File: src/rtl/mem_access_unit_pkg.sv
// Shared types and constants for the MEM-stage load/store unit.
// Size encodings mirror the EX/MEM request format; widths mirror RegBus/DmAddr.
package mem_access_unit_pkg;

  localparam int DATA_W_DEF  = 32;
  localparam int ADDR_W_DEF  = 14;
  localparam int DM_SIZE_DEF = 16384;

  localparam logic [1:0] SZ_BYTE = 2'd0;
  localparam logic [1:0] SZ_HALF = 2'd1;
  localparam logic [1:0] SZ_WORD = 2'd2;
  localparam logic [1:0] SZ_ILL  = 2'd3;

  typedef enum logic {
    ST_IDLE,
    ST_RMW_WR
  } state_t;

endpackage

File: src/rtl/mem_access_unit_lane_align.sv
// Combinational lane handling: extract+extend a byte/half for loads, and merge
// store data into the selected lane of a read word for read-modify-write.
module mem_access_unit_lane_align
  import mem_access_unit_pkg::*;
#(
  parameter int DATA_W = DATA_W_DEF
) (
  input  logic [DATA_W-1:0] word_i,
  input  logic [DATA_W-1:0] wdata_i,
  input  logic [1:0]        size_i,
  input  logic              sign_i,
  input  logic [1:0]        off_i,
  output logic [DATA_W-1:0] load_o,
  output logic [DATA_W-1:0] merge_o
);

  logic [7:0]  byte_sel;
  logic [15:0] half_sel;

  always_comb begin
    byte_sel = word_i[{off_i, 3'b000} +: 8];
    half_sel = word_i[{off_i[1], 4'b0000} +: 16];

    load_o = word_i;
    unique case (size_i)
      SZ_BYTE: load_o = {{(DATA_W-8){sign_i & byte_sel[7]}}, byte_sel};
      SZ_HALF: load_o = {{(DATA_W-16){sign_i & half_sel[15]}}, half_sel};
      default: load_o = word_i;
    endcase

    merge_o = word_i;
    unique case (size_i)
      SZ_BYTE: merge_o[{off_i, 3'b000} +: 8]     = wdata_i[7:0];
      SZ_HALF: merge_o[{off_i[1], 4'b0000} +: 16] = wdata_i[15:0];
      default: merge_o = wdata_i;
    endcase
  end

endmodule

File: src/rtl/mem_access_unit.sv
// MEM-stage load/store unit: byte/half/word requests to a word-wide DM port,
// sub-word stores as a two-cycle read-modify-write, registered responses.
module mem_access_unit
  import mem_access_unit_pkg::*;
#(
  parameter int DATA_W  = DATA_W_DEF,
  parameter int ADDR_W  = ADDR_W_DEF,
  parameter int DM_SIZE = DM_SIZE_DEF
) (
  input  logic              clk,
  input  logic              rst,
  input  logic              req_valid,
  output logic              req_ready,
  input  logic              req_load,
  input  logic              req_store,
  input  logic [1:0]        req_size,
  input  logic              req_signed,
  input  logic [31:0]       req_addr,
  input  logic [DATA_W-1:0] req_wdata,
  output logic              rsp_valid,
  output logic              rsp_err,
  output logic [DATA_W-1:0] rsp_rdata,
  output logic              DM_read,
  output logic              DM_write,
  output logic [ADDR_W-1:0] DM_addr,
  output logic [DATA_W-1:0] DM_in,
  input  logic [DATA_W-1:0] DM_out
);

  state_t            state_q, state_d;
  logic [ADDR_W-1:0] idx_q, idx_d;
  logic [DATA_W-1:0] merged_q, merged_d;
  logic              rsp_valid_q, rsp_valid_d;
  logic              rsp_err_q, rsp_err_d;
  logic [DATA_W-1:0] rsp_rdata_q, rsp_rdata_d;

  logic              accept;
  logic              req_err;
  logic              out_of_range;
  logic [31:0]       word_idx;
  logic [ADDR_W-1:0] req_idx;
  logic [DATA_W-1:0] load_val;
  logic [DATA_W-1:0] merge_val;

  mem_access_unit_lane_align #(.DATA_W(DATA_W)) u_lane (
    .word_i  (DM_out),
    .wdata_i (req_wdata),
    .size_i  (req_size),
    .sign_i  (req_signed),
    .off_i   (req_addr[1:0]),
    .load_o  (load_val),
    .merge_o (merge_val)
  );

  assign word_idx     = {2'b00, req_addr[31:2]};
  assign req_idx      = req_addr[ADDR_W+1:2];
  // The full byte address is range-checked, not just the bits that reach DM_addr.
  assign out_of_range = (word_idx >= 32'(DM_SIZE));
  assign req_err      = (req_load == req_store)
                      | (req_size == SZ_ILL)
                      | ((req_size == SZ_HALF) & req_addr[0])
                      | ((req_size == SZ_WORD) & (req_addr[1:0] != 2'b00))
                      | out_of_range;

  assign req_ready = (state_q == ST_IDLE);
  assign accept    = req_valid & req_ready;

  always_comb begin
    state_d     = state_q;
    idx_d       = idx_q;
    merged_d    = merged_q;
    rsp_valid_d = 1'b0;
    rsp_err_d   = 1'b0;
    rsp_rdata_d = '0;
    DM_read     = 1'b0;
    DM_write    = 1'b0;
    DM_addr     = '0;
    DM_in       = '0;

    unique case (state_q)
      ST_IDLE: begin
        if (accept) begin
          if (req_err) begin
            rsp_valid_d = 1'b1;
            rsp_err_d   = 1'b1;
          end else if (req_load) begin
            DM_read     = 1'b1;
            DM_addr     = req_idx;
            rsp_valid_d = 1'b1;
            rsp_rdata_d = load_val;
          end else if (req_size == SZ_WORD) begin
            DM_write    = 1'b1;
            DM_addr     = req_idx;
            DM_in       = req_wdata;
            rsp_valid_d = 1'b1;
          end else begin
            // Sub-word store: read now, write the merged word next cycle.
            DM_read  = 1'b1;
            DM_addr  = req_idx;
            merged_d = merge_val;
            idx_d    = req_idx;
            state_d  = ST_RMW_WR;
          end
        end
      end
      ST_RMW_WR: begin
        DM_write    = 1'b1;
        DM_addr     = idx_q;
        DM_in       = merged_q;
        rsp_valid_d = 1'b1;
        state_d     = ST_IDLE;
      end
      default: state_d = ST_IDLE;
    endcase
  end

  always_ff @(posedge clk or negedge rst) begin
    if (!rst) begin
      state_q     <= ST_IDLE;
      idx_q       <= '0;
      merged_q    <= '0;
      rsp_valid_q <= 1'b0;
      rsp_err_q   <= 1'b0;
      rsp_rdata_q <= '0;
    end else begin
      state_q     <= state_d;
      idx_q       <= idx_d;
      merged_q    <= merged_d;
      rsp_valid_q <= rsp_valid_d;
      rsp_err_q   <= rsp_err_d;
      rsp_rdata_q <= rsp_rdata_d;
    end
  end

  assign rsp_valid = rsp_valid_q;
  assign rsp_err   = rsp_err_q;
  assign rsp_rdata = rsp_rdata_q;

endmodule

File: config.mk
export PLATFORM = sky130hd
export DESIGN_NAME = mem_access_unit
export DESIGN_NICKNAME = d
export VERILOG_FILES = /design/src/rtl/mem_access_unit_pkg.sv /design/src/rtl/mem_access_unit_lane_align.sv /design/src/rtl/mem_access_unit.sv
export SDC_FILE = /design/constraint.sdc
export NUM_CORES = 1
export LEC_CHECK = 0
export BUFFER_PORTS_ARGS = -buffer_cell sky130_fd_sc_hd__buf_4
export CORE_MARGIN = 10
export CORE_UTILIZATION = 25
export CTS_BUF_LIST = sky130_fd_sc_hd__clkbuf_2
export DETAILED_ROUTE_END_ITERATION = 10
export SLEW_MARGIN = 20
export SYNTH_ARGS = -nofsm -noshare
export SYNTH_HDL_FRONTEND = slang
export SYNTH_SLANG_ARGS = --single-unit
File: constraint.sdc
create_clock -name clk -period 4.75 [get_ports clk]
set_input_delay 1.1875 -clock clk [delete_from_list [all_inputs] [get_ports clk]]
set_output_delay 1.1875 -clock clk [all_outputs]
set_load 0.01 [all_outputs]
; ---- After elaboration in Yosys (flattened, before gate mapping)
; Cells that the tools add are included.
[totals]
regBits = 81
inputBits = 104
out_inout_bits = 83
wordCells = 72
[classes]
add_sub_neg = 2
order_cmp = 1
eq_ne = 4
shift = 6
mux = 37
bitwise = 13
reduce_logical = 3
[op_table]
columns = op, n
row1 = 32-bit two-way mux, 8
row2 = 32-bit case mux with 2 select lines, 3
row3 = 32-bit bitwise mux, 2
row4 = 16-bit by 7-bit variable shift with 32-bit output (first input constant), 1
row5 = 8-bit by 7-bit variable shift with 32-bit output (first input constant), 1
row6 = 16-bit by 7-bit indexed part select with 32-bit output, 1
row7 = 32-bit by 6-bit indexed part select with 16-bit output, 1
row8 = 32-bit by 6-bit indexed part select with 8-bit output, 1
row9 = 8-bit by 7-bit indexed part select with 32-bit output, 1
row10 = 30-bit by 15-bit >= comparator with 1-bit output (second input constant), 1
row11 = 14-bit two-way mux, 2
row12 = 14-bit case mux with 2 select lines, 1
row13 = 1-bit two-way mux, 18
row14 = 5-bit negator with 7-bit output, 2
row15 = 1-bit case mux with 2 select lines, 3
row16 = 1-bit bitwise AND, 5
row17 = 5-bit AND reduction, 1
row18 = 2-bit equality test (second input constant), 2
row19 = 1-bit NOT, 4
row20 = 1-bit OR, 4
row21 = 2-bit by 1-bit equality test with 1-bit output (second input constant), 1
row22 = 2-bit logical NOT, 1
row23 = 2-bit nonzero test, 1
row24 = 1-bit equality test, 1

; ---- Longest topological paths before layout
[logic_depth]
word_depth = 8
depth_mapped = 9
depth_no_buf = 6

; ---- By module
; Synthesis repeated with hierarchy kept, for this count alone.
[unflattened]
cells_unflattened = 512
hier_area_um2 = 5270.1
[by_module_without_submodules]
columns = module, instances, cells_per_inst, area_per_inst_um2, seq_area_each_um2
row1 = mem_access_unit, 1, 257, 3452.1, 2026.9
row2 = mem_access_unit_lane_align, 1, 255, 1818.0, 0.0

; ---- Worst setup path before layout
; Ideal clock, no wire load.
[synth_timing]
path_kind = input -> output
startpoint = in req_addr[1]
endpoint = out DM_in[10]
t_arrival_ns = 2.963
required_time_ns = 3.563
slack_ns = 0.599
path_stages = 9
n_path_buf = 4
path_cell_list = buf_2 -> buf_2 -> inv_1 -> ha_1 -> o2111a_2 -> and3_1 -> buf_2 -> buf_4 -> a22o_1
[synth_via]
elab_chain_cells = 7
[synth_rtl]
columns = item, line
row1 = from (decl), mem_access_unit.sv:18  ; input logic [31:0] req_addr,
row2 = 2-bit nonzero test, mem_access_unit.sv:62  ; | ((req_size == SZ_WORD) & (req_addr[1:0] != 2'b00))
row3 = 1-bit bitwise AND, mem_access_unit.sv:62
row4 = 1-bit OR, mem_access_unit.sv:62
row5 = 1-bit OR, mem_access_unit.sv:63  ; | out_of_range;
row6 = 32-bit two-way mux, mem_access_unit.sv:83  ; if (req_err) begin
row7 = 32-bit two-way mux, mem_access_unit.sv:82  ; if (accept) begin
row8 = 32-bit case mux with 2 select lines, mem_access_unit.sv:80  ; unique case (state_q)
row9 = to (decl), mem_access_unit.sv:26  ; output logic [DATA_W-1:0] DM_in,
; No other way between the ends.

; ---- Worst setup path in the final report
[layout_timing]
startpoint = in req_addr[18]
endpoint = out DM_addr[3]
[layout_via]
elab_chain_cells = 5
[layout_rtl]
columns = item, line
row1 = 30-bit by 15-bit >= comparator with 1-bit output, mem_access_unit.sv:58  ; assign out_of_range = (word_idx >= 32'(DM_SIZE));
row2 = 1-bit OR, mem_access_unit.sv:63
row3 = 14-bit two-way mux, mem_access_unit.sv:83
row4 = 14-bit two-way mux, mem_access_unit.sv:82
row5 = 14-bit case mux with 2 select lines, mem_access_unit.sv:80
row6 = to (decl), mem_access_unit.sv:25  ; output logic [ADDR_W-1:0] DM_addr,
; No other way between the ends.

==> key figures <==
Run status
  – Status: finished, final reports clean

Drt
  – Detail Route Antenna Nets: 0
  – DR vias: 4,596
  – Via-to-Cell Ratio: 5.01
  – Pre-antenna DRT Iters: 5
  – DRC: 0
  – Routed WL per cell: 21.4 µm
  – Initial DRC Count: 364
  – Final wirelength: 19.6 mm

Yosys
  – Mux cell area share after synthesis: 0.159
  – Register area share after synthesis: 0.413
  – Primary FF master, synth: dfrtp_1
  – Adder-Cell Fraction of Synth Area: 0.0127
  – EDFF count, synth: 0
  – Post-synthesis simple-gate area fraction: 0.135
  – Largest area contributor in the netlist: dfrtp_1
  – Ys Warns: 0
  – Syn Inst Count: 475
  – Compound-Gate Fraction of Synth Area: 0.226
  – Synth area leaders: dfrtp_1 (41%), a22o_1 (9.6%), mux2_2 (8.7%)
  – Synth Area per Inst: 10.3 µm²
  – Post-synth ARST share: 1.00
  – FF+latch count, synth: 81
  – Largest family of logic cells by synthesized area: compound AO/OA/AOI/OAI gates
  – Count of cell types in the netlist: 48
  – Syn_nets: 584
  – Xor-xnor portion of the synthesized cell area: 0.00178
  – Area of the mapped netlist: 4910 µm²
  – Yosys top cell area share: 0.413

Worst setup path
  – CP required: 3.56 ns
  – Critical path fanouts, max: 14
  – WP data arrival: 3.19 ns
  – CP max stage delay: 0.81 ns
  – Element type at the critical path end: output pin
  – Slowest-stage cell, CP: nor2_1
  – Most common cell on crit path: buf_4
  – Crit-path leading delay family: simple AND/OR/NAND/NOR gates
  – Worst path bufs/invs: 3
  – Critical path class: in2out
  – Ordered list of cells on the worst path: buf_4 -> nor4_1 -> buf_4 -> nand4_1 -> nor2_1 -> a22o_1 -> buf_4
  – Startpoint types: input port

Clock tree
  – Worst-skew pair later-pin latency: 0.60 ns
  – Post-CTS Resized: 0
  – Clk slew on worst S/H paths: 0.19 ns
  – CTS tree: done
  – Total setup buffers inserted after CTS: 0
  – # clock sinks: 81
  – Inserted Clock Buffers: 9
  – Max Root-Sink Buffers: 2
  – CTS hold repair buffers: 0
  – Depth of the CTS H-tree: 3
  – Root Buffer: clkbuf_2

Final layout
  – Commonest non-fill, non-tap cell in the layout: buf_4
  – Area Overhead vs Synth: 35.1%
  – Most frequent cells in the layout: buf_4 (198), dfrtp_1 (80), a22o_1 (54)
  – Share of cells above drive strength 1: 0.403
  – Finished Layout Cells: 918
  – Area of the multi-input gates: 2620 µm²
  – Final #Nets: 755
  – Fill count: 2,082
  – Register area: 2030 µm²

Power and ir drop
  – Pwr Total: 0.00127 W
  – LEAKAGE: 3.30 nW
  – P per Cell Area: 191 nW/µm²
  – Peak VDD IR: 80.8 µV

Global routing
  – Initial antenna violation count: 2
  – Number of global-route vias before repair: 4,772
  – First-pass GRT wire length: 29.2 mm
  – Gr ovfl total: 0
  – Gr usage total: 0.146
  – Largest net degree at the start of global routing: 82

Floorplanning
  – Die area: 25,600 µm²
  – Initial Util: 0.253
  – Row cnt: 51
  – Core box area: 19,400 µm²
  – Die X: 160 µm
  – I/O pin total: 187
  – Chip height: 160 µm

STA
  – Crit path time final: 4.38 ns
  – Setup TNS: 0 ns
  – Worst slew margin: 0.324
  – Crit share post-route: 0.921
  – Unrepaired setup endpoints after global routing: false
  – Slew @ Worst Pin: 1.01 ns
  – Final setup viols: 0
  – Final Hold Fails: 0
  – Max Transition Viols Final: 0
  – Worst clock skew: 0.0274 ns
  – Max Clk Rate: 0.229 GHz

Placement
  – Routability cong.: 0.844
  – Post-detail-place hpwl: 15.3 mm
  – PortBufs: 186
  – Dpl cells: 900

Flow run
  – Max cap viols: 0

Hold path
  – Worst Hold Class: reg2reg
[cell usage after synthesis, drive strengths merged, types with 2 or more instances]
master / count
a211oi: 6
a21oi: 27
a221o: 8
a22o: 54
a22oi: 7
a31oi: 3
and3: 2
and4: 3
buf: 23
clkbuf: 17
dfrtp: 81
ha: 5
inv: 10
mux2: 46
mux2i: 26
nand2: 28
nand2b: 2
nand3: 2
nand4: 2
nor2: 24
nor2b: 22
nor3: 19
nor4: 11
nor4b: 3
nor4bb: 3
o21ai: 9
o221a: 3
o221ai: 16
[area by class of cell]
type / instances / share of cell area
timing repair buffer: 200 / 0.229
sequential: 81 / 0.306
antenna: 3 / 0.00113
tap: 265 / 0.0500
clock buffer: 11 / 0.00830
clock inverter: 4 / 0.00321
multi-input combinational: 343 / 0.396
inverter: 11 / 0.00698
[stage by stage]
step	util	area, µm²	hold WS (ns)	setup slack (ns)
after floorplan	-	4910	0.459	0.599
after global placement	0.337	6540	0.477	0.329
after detailed placement	0.337	6540	0.484	0.278
after CTS	0.341	6620	0.525	0.276
after global routing	0.342	6630	0.555	0.188
final	0.342	6630	0.519	0.374
[cells by family after synthesis]
logic type,Yosys count
flops,81
mux,72
xor+xnor,1
simple gates,123
buf+inv,51
fa+ha+maj,5
compound gates,142
[metal layers]
layer,GRT usage,routed length [µm]
met2,0.240,9400
met3,0.0401,1270
met5,0,0
met4,0.0501,453
met1,0.180,8500
[report_power, final]
group	leakage, nW	internal (W)	switching [W]
registers	1.13	0.000692	0.000000240
logic	2.11	0.000116	0.000148
clock network	0.0569	0.0000673	0.000244
[final timing paths]
kind                                                from  cells after the start                       end  slack [ns]
worst min register to register  merged_q[27]$_DFFE_PN0P_                      1  merged_q[27]$_DFFE_PN0P_        0.52
max in group asynchronous                            rst                      1         state_q$_DFF_PN0_        3.59
worst min-delay path            merged_q[27]$_DFFE_PN0P_                      1  merged_q[27]$_DFFE_PN0P_        0.52
worst max-delay path                        req_addr[18]                      7                DM_addr[3]        0.37
worst max register to register         state_q$_DFF_PN0_                      5  merged_q[21]$_DFFE_PN0P_        2.66
min in group asynchronous                            rst                      1   merged_q[1]$_DFFE_PN0P_        0.62
[state kept, by name, summed over array words and instances, names as in the netlist]
signal     count
rsp_valid      1
rsp_rdata     32
state_q        1
rsp_err        1
merged_q      32
idx_q         14
(Power assumes the default switching activity.)
